## src/rtl/rom_state_loop_ctrl.sv

```systemverilog
// Sequence-playback controller: sweeps a ROM address over start..end of the tag-list entry
// selected by ram_counter. Define PB_EDGE_DETECT_EN to edge-detect the push-button inputs.
module rom_state_loop_ctrl #(
  parameter int unsigned ADDR_W      = 10,
  parameter int unsigned IDX_W       = 7,
  parameter int unsigned RAM_LATENCY = 1
) (
  input  logic              clock_p,
  input  logic              reset,
  input  logic [31:0]       data_in,
  input  logic              pb_seq_up,
  input  logic              pb_seq_dn,
  output logic              load,
  output logic [ADDR_W-1:0] addr,
  output logic [IDX_W-1:0]  ram_counter,
  output logic              at_end_rst,
  output logic              addr_inc,
  output logic              ram_counter_inc,
  output logic              ram_counter_dec
);

  localparam int unsigned WaitW = (RAM_LATENCY > 1) ? $clog2(RAM_LATENCY) : 1;
  localparam logic [WaitW-1:0] WaitLast = WaitW'(RAM_LATENCY - 1);

  typedef enum logic [1:0] {StFetch, StLoad, StPlay} state_e;

  state_e            state_q, state_d;
  logic [WaitW-1:0]  wait_q, wait_d;
  logic [ADDR_W-1:0] addr_q, addr_d;
  logic [ADDR_W-1:0] start_f, end_f;
  logic [IDX_W-1:0]  cnt_q, cnt_d;
  logic [IDX_W-1:0]  last_idx_q, last_idx_d;
  logic              last_known_q, last_known_d;
  logic              is_last_q, is_last_d;
  logic              load_q, load_d;
  logic              at_end_q, at_end_d;
  logic              addr_inc_q, addr_inc_d;
  logic              cinc_q, cinc_d;
  logic              cdec_q, cdec_d;
  logic              up_press, dn_press, sweep_done;
  logic              unused_data;

  assign start_f     = ADDR_W'(data_in[20:11]);
  assign end_f       = ADDR_W'(data_in[10:1]);
  assign unused_data = ^data_in[31:21];

`ifdef PB_EDGE_DETECT_EN
  logic up_q1, up_q2, dn_q1, dn_q2;

  always_ff @(posedge clock_p or negedge reset) begin
    if (!reset) begin
      up_q1 <= 1'b0;
      up_q2 <= 1'b0;
      dn_q1 <= 1'b0;
      dn_q2 <= 1'b0;
    end else begin
      up_q1 <= pb_seq_up;
      up_q2 <= up_q1;
      dn_q1 <= pb_seq_dn;
      dn_q2 <= dn_q1;
    end
  end

  assign up_press = up_q1 & ~up_q2;
  assign dn_press = dn_q1 & ~dn_q2;
`else
  assign up_press = pb_seq_up;
  assign dn_press = pb_seq_dn;
`endif

  // An inverted range (end < start) ends the sweep immediately, so addr stays at start.
  assign sweep_done = (addr_q == end_f) || (end_f < start_f);

  always_comb begin
    state_d      = state_q;
    wait_d       = wait_q;
    addr_d       = addr_q;
    cnt_d        = cnt_q;
    last_idx_d   = last_idx_q;
    last_known_d = last_known_q;
    is_last_d    = is_last_q;
    load_d       = 1'b0;
    at_end_d     = 1'b0;
    addr_inc_d   = 1'b0;
    cinc_d       = 1'b0;
    cdec_d       = 1'b0;

    if (up_press ^ dn_press) begin
      // The last flag belongs to the entry just left; a second step before LOAD counts normally.
      state_d   = StFetch;
      wait_d    = '0;
      is_last_d = 1'b0;
      if (up_press) begin
        cinc_d = 1'b1;
        cnt_d  = is_last_q ? '0 : cnt_q + IDX_W'(1);
      end else begin
        cdec_d = 1'b1;
        if (cnt_q == '0) begin
          cnt_d = last_known_q ? last_idx_q : '0;
        end else begin
          cnt_d = cnt_q - IDX_W'(1);
        end
      end
    end else begin
      unique case (state_q)
        StFetch: begin
          if (wait_q == WaitLast) begin
            state_d = StLoad;
            wait_d  = '0;
          end else begin
            wait_d = wait_q + WaitW'(1);
          end
        end
        StLoad: begin
          addr_d    = start_f;
          load_d    = 1'b1;
          is_last_d = data_in[0];
          if (data_in[0]) begin
            last_idx_d   = cnt_q;
            last_known_d = 1'b1;
          end
          state_d = StPlay;
        end
        StPlay: begin
          if (sweep_done) begin
            at_end_d = 1'b1;
            state_d  = StLoad;
          end else begin
            addr_d     = addr_q + ADDR_W'(1);
            addr_inc_d = 1'b1;
          end
        end
        default: state_d = StFetch;
      endcase
    end
  end

  always_ff @(posedge clock_p or negedge reset) begin
    if (!reset) begin
      state_q      <= StFetch;
      wait_q       <= '0;
      addr_q       <= '0;
      cnt_q        <= '0;
      last_idx_q   <= '0;
      last_known_q <= 1'b0;
      is_last_q    <= 1'b0;
      load_q       <= 1'b0;
      at_end_q     <= 1'b0;
      addr_inc_q   <= 1'b0;
      cinc_q       <= 1'b0;
      cdec_q       <= 1'b0;
    end else begin
      state_q      <= state_d;
      wait_q       <= wait_d;
      addr_q       <= addr_d;
      cnt_q        <= cnt_d;
      last_idx_q   <= last_idx_d;
      last_known_q <= last_known_d;
      is_last_q    <= is_last_d;
      load_q       <= load_d;
      at_end_q     <= at_end_d;
      addr_inc_q   <= addr_inc_d;
      cinc_q       <= cinc_d;
      cdec_q       <= cdec_d;
    end
  end

  assign load            = load_q;
  assign addr            = addr_q;
  assign ram_counter     = cnt_q;
  assign at_end_rst      = at_end_q;
  assign addr_inc        = addr_inc_q;
  assign ram_counter_inc = cinc_q;
  assign ram_counter_dec = cdec_q;

endmodule

```

## config.mk

```make
export PLATFORM = sky130hd
export DESIGN_NAME = rom_state_loop_ctrl
export DESIGN_NICKNAME = d
export VERILOG_FILES = /design/src/rtl/rom_state_loop_ctrl.sv
export SDC_FILE = /design/constraint.sdc
export NUM_CORES = 1
export LEC_CHECK = 0
export CELL_PAD_IN_SITES_DETAIL_PLACEMENT = 2
export CELL_PAD_IN_SITES_GLOBAL_PLACEMENT = 2
export CORE_MARGIN = 5
export CORE_UTILIZATION = 25
export CTS_BUF_LIST = sky130_fd_sc_hd__clkbuf_8
export DETAILED_ROUTE_END_ITERATION = 16
export HOLD_SLACK_MARGIN = 0.08
export PLACE_DENSITY_LB_ADDON = 0.1
export SETUP_SLACK_MARGIN = 0.02
export SYNTH_ARGS = -nofsm -noshare
export SYNTH_HDL_FRONTEND = slang
export SYNTH_SLANG_ARGS = --single-unit
```

## constraint.sdc

```tcl
create_clock -name clock_p -period 2 [get_ports clock_p]
set_input_delay 0.6 -clock clock_p [delete_from_list [all_inputs] [get_ports clock_p]]
set_output_delay 0.6 -clock clock_p [all_outputs]
set_load 0.01 [all_outputs]
```

==> results.txt <==
The flow ran to the end, but the final reports show violations. The final reports fail on setup timing. In the routed design, unresolved DRC markers number 0. The antenna diode instance count was 0.

After clock tree synthesis, the flow added hold-fix buffers numbering 0. The number of warnings reported in the yosys synthesis log was 0; the post-synthesis register bit count was 33. The run gives 0 as the final max-slew violation count. The number of nets in the finished design is 407.

In this run the worst setup path begins at data_in[15]. Of the available clock period, the critical path in the final layout requires 103.4%. The portion of synthesized cell area occupied by the leading cell type is 37.54%, and the iteration count of the initial detailed-routing pass is 4. The critical path contains buffers and inverters numbering 3 combined. Routability-driven placement finished with a final weighted congestion of 0.7680. Counting buffers and inverters, the worst setup path is 10 cells deep.

The H-tree depth reported by CTS was 2. A synthesized cell averages 8.834 µm². The netlist area before placement was 2200 µm². The worst-path cell with the longest stage delay was or3_4. STA classifies the critical path startpoint as a primary input.

The average via count per standard cell was 5.041; the global-route wire length before repair was 13.47 mm. Setup repair after global routing could not meet its margin everywhere. End of the critical path: addr[5].

The die is 103.8 µm tall. The tools report the total clock buffers created by CTS as 5. The number of global-route vias before repair is 2601.

TritonCTS built the clock tree. The number of cells on the worst reg-to-reg path was 7; the power per standard cell area was 1115 nW/µm². The die width works out to 103.8 µm. Setup violations remaining at the end of the flow were counted as 7.

The largest buffer count on any clock path was 2. In this design, the stage delay of the slowest critical-path cell is 0.40 ns. In the final layout, the share of cells above drive strength 1 is 38.81%. The critical path class is primary input to flip-flop.

Counting distinct cell types in the post-synthesis netlist gives 46. In this run the critical register-to-register path is captured at addr[5]. The summed negative setup slack over all endpoints is -0.2909 ns, and the max-slew headroom at the worst pin is 70.35%. From synthesis to final layout, the design area changed by 61.26%. The worst register-to-register path begins at addr[4]. CTS placed an instance of clkbuf_8 at the clock tree root. Traced cell by cell, the critical path runs through buf_8 -> inv_4 -> ha_4 -> a21oi_2 -> a211oi_2 -> or3_4 -> o21ai_4 -> buf_6 -> nor3_2 -> nor3b_1.

Across the routed clock network, the largest skew measured is 0.004984 ns. Most used flip-flop cell after synthesis: dfrtp_1. The worst setup path is captured at a flip-flop.

The effective utilization at floorplan was 25.47%. Sorting the synthesized cells by area gives the leading types as dfrtp_1 38%, ha_1 10%, inv_1 3.9%. Yosys mapped a number of flops with a built-in enable equal to 0. The max-capacitance violation count is 0.

The transition at the pin with the smallest max-transition slack works out to 0.4447 ns. For the number of placement rows, the log shows 34. The first routing iteration left 33 violations.

STA puts the critical path data required time at 2.19 ns. The final setup slack of the worst path was -0.06796 ns; the net count after synthesis was 303. The final total power came out at 3953 µW. The count of input and output buffers works out to 46. The number of antenna violations at the first check in global routing was 0. The share of async-settable or async-resettable flops after synthesis came out at 100.0%. At the later pin of the worst-skew pair, clock insertion delay measures 0.28 ns.

Along the worst path, the maximum fanout reaches 8. Data on the critical path arrives at its endpoint at 2.25 ns. The top-level I/O count is 58, and the peak clock frequency supported by timing is 483.6 MHz. The cell family contributing the most delay on the critical path is simple AND/OR/NAND/NOR gates. Pin count of the biggest net entering global routing: 19. The run gives 37.54% as the share of synthesized area occupied by flip-flops and latches. The tools report the leakage power of the design as 0.001583 µW. The sink count of the clock tree came out at 33. In this run the remaining antenna-violating nets after routing total 0.

All-layer global routing usage: 15.12%. The cell count after synthesis came out at 249. The die outline area was 10770 µm².

The time the final worst path needs with I/O delays and setup works out to 2.068 ns. The HPWL after detailed placement is 6.352 mm. The core area was 8636 µm². The tools report the global route total overflow as 0. The class of the worst hold path is primary input to asynchronous set/reset pin. Dividing the detail-routed wire length by the instance count gives 17.73 µm. The tools report the number of vias in the routed layout as 2324.

Clock-pin slew was measured on the worst setup and hold paths at 0.07 ns. The number of endpoints with negative hold slack in the final report was 0. The most area-hungry cell type in the Yosys netlist was dfrtp_1. The run gives 0.14 ns as the register-to-register path setup slack. Across the VDD grid, the largest voltage drop is 0.2781 mV. For this block, the routed nets add up to 8.175 mm of wire.
==> metrics by stage <==
step | cell area (µm²) | instances | worst slack (ns) | hold slack [ns] | utilization (%)
2_1_floorplan | 2242 | 249 | -0.2609 | 0.3044 | -
3_3_place_gp | 3217 | 448 | -0.8370 | 0.4661 | 37.25
3_5_place_dp | 3217 | 448 | -0.8703 | 0.4771 | 37.25
4_1_cts | 3512 | 459 | -0.07025 | 0.2684 | 40.67
5_1_grt | 3547 | 461 | -0.1981 | 0.2730 | 41.08
6_report | 3547 | 461 | -0.06796 | 0.2478 | 41.08
==> placed cells by master, fill, tap and decap left out, drive strengths merged, types with 6 or more instances in the layout <==
cell type and n:
inv 24, nand3 12, dfrtp 33, dlymetal6s2s 7
xor2 9, a211oi 6, ha 18, o22ai 11
nor3 11, buf 78, nor2 14, clkdlybuf4s50 15
o21ai 18, a21oi 11, clkbuf 9, nand2 19
==> Yosys cell counts (2+ instances only) <==
| cell | n |
|---|---|
| dfrtp_1 | 33 |
| inv_1 | 23 |
| nand2_1 | 19 |
| ha_1 | 18 |
| o21ai_0 | 17 |
| nor2_1 | 13 |
| nand3_1 | 12 |
| a21oi_1 | 11 |
| nor3_1 | 11 |
| o22ai_1 | 11 |
| clkbuf_1 | 10 |
| xor2_1 | 9 |
| a211oi_1 | 5 |
| nor4_1 | 5 |
| xnor2_1 | 5 |
| mux2i_1 | 4 |
| a311oi_1 | 3 |
| and2_1 | 3 |
| nand2b_1 | 3 |
| a221o_1 | 2 |
| a31oi_1 | 2 |
| mux2_2 | 2 |
| nand4_1 | 2 |
| o21a_1 | 2 |
| o311a_1 | 2 |
| o311ai_0 | 2 |
==> cell type report <==
| class | instances | area (µm²) |
|---|---|---|
| fill | 976 | 5089 |
| multi-input combinational | 181 | 1469 |
| timing repair buffer | 108 | 930.9 |
| sequential | 33 | 828.3 |
| tap | 108 | 135.1 |
| inverter | 24 | 97.59 |
| clock buffer | 6 | 82.58 |
| clock inverter | 1 | 3.754 |
==> worst min-delay path by stage <==
stage                     end  slack, ns     startpoint  cells after the start
4_1_cts        ram_counter[3]       0.27          reset                      1
3_5_place_dp    last_idx_q[4]       0.48  last_idx_q[4]                      2
6_report       ram_counter[3]       0.25          reset                      1
5_1_grt        ram_counter[3]       0.27          reset                      1
2_1_floorplan         addr[0]       0.30          reset                      0
3_3_place_gp    last_idx_q[1]       0.47  last_idx_q[1]                      2
==> cells by family (layout without fill, tap and decap cells) <==
logic type / Yosys count / count (layout) / share of synthesized area, %
simple gates: 76 / 76 / 17.07
compound gates: 67 / 67 / 20.42
buf+inv: 35 / 139 / 6.314
flops: 33 / 33 / 37.54
fa+ha+maj: 18 / 18 / 10.24
xor+xnor: 14 / 14 / 5.575
mux: 6 / 6 / 2.844
==> flip-flops by register name, summed over array words and instances (netlist names) <==
signal	count
addr_inc	1
last_known_q	1
is_last_q	1
state_q	2
ram_counter_dec	1
last_idx_q	7
at_end_rst	1
addr	10
ram_counter	7
load	1
ram_counter_inc	1
==> repair_timing <==
action / CTS / global route
pin swaps: 23 / 25
resized for setup: 116 / 28
setup endpoints to repair: 29 / 23
setup buffers: 5 / 2
==> report_power, final <==
group	switching (µW)	internal [µW]	total [µW]
clock	253	268	522
combinational	1130	1140	2260
sequential	243	926	1170
==> per-layer routing <==
| layer | routed length, µm | vias to the layer above | global-route usage, % |
|---|---|---|---|
| met5 | 0 | - | 0 |
| met4 | 70 | 0 | 3.145 |
| met3 | 258 | 4 | 3.109 |
| met2 | 4271 | 47 | 26.96 |
| met1 | 3575 | 1165 | 18.74 |
| li1 | - | 1108 | - |
(Power assumes the default switching activity.)
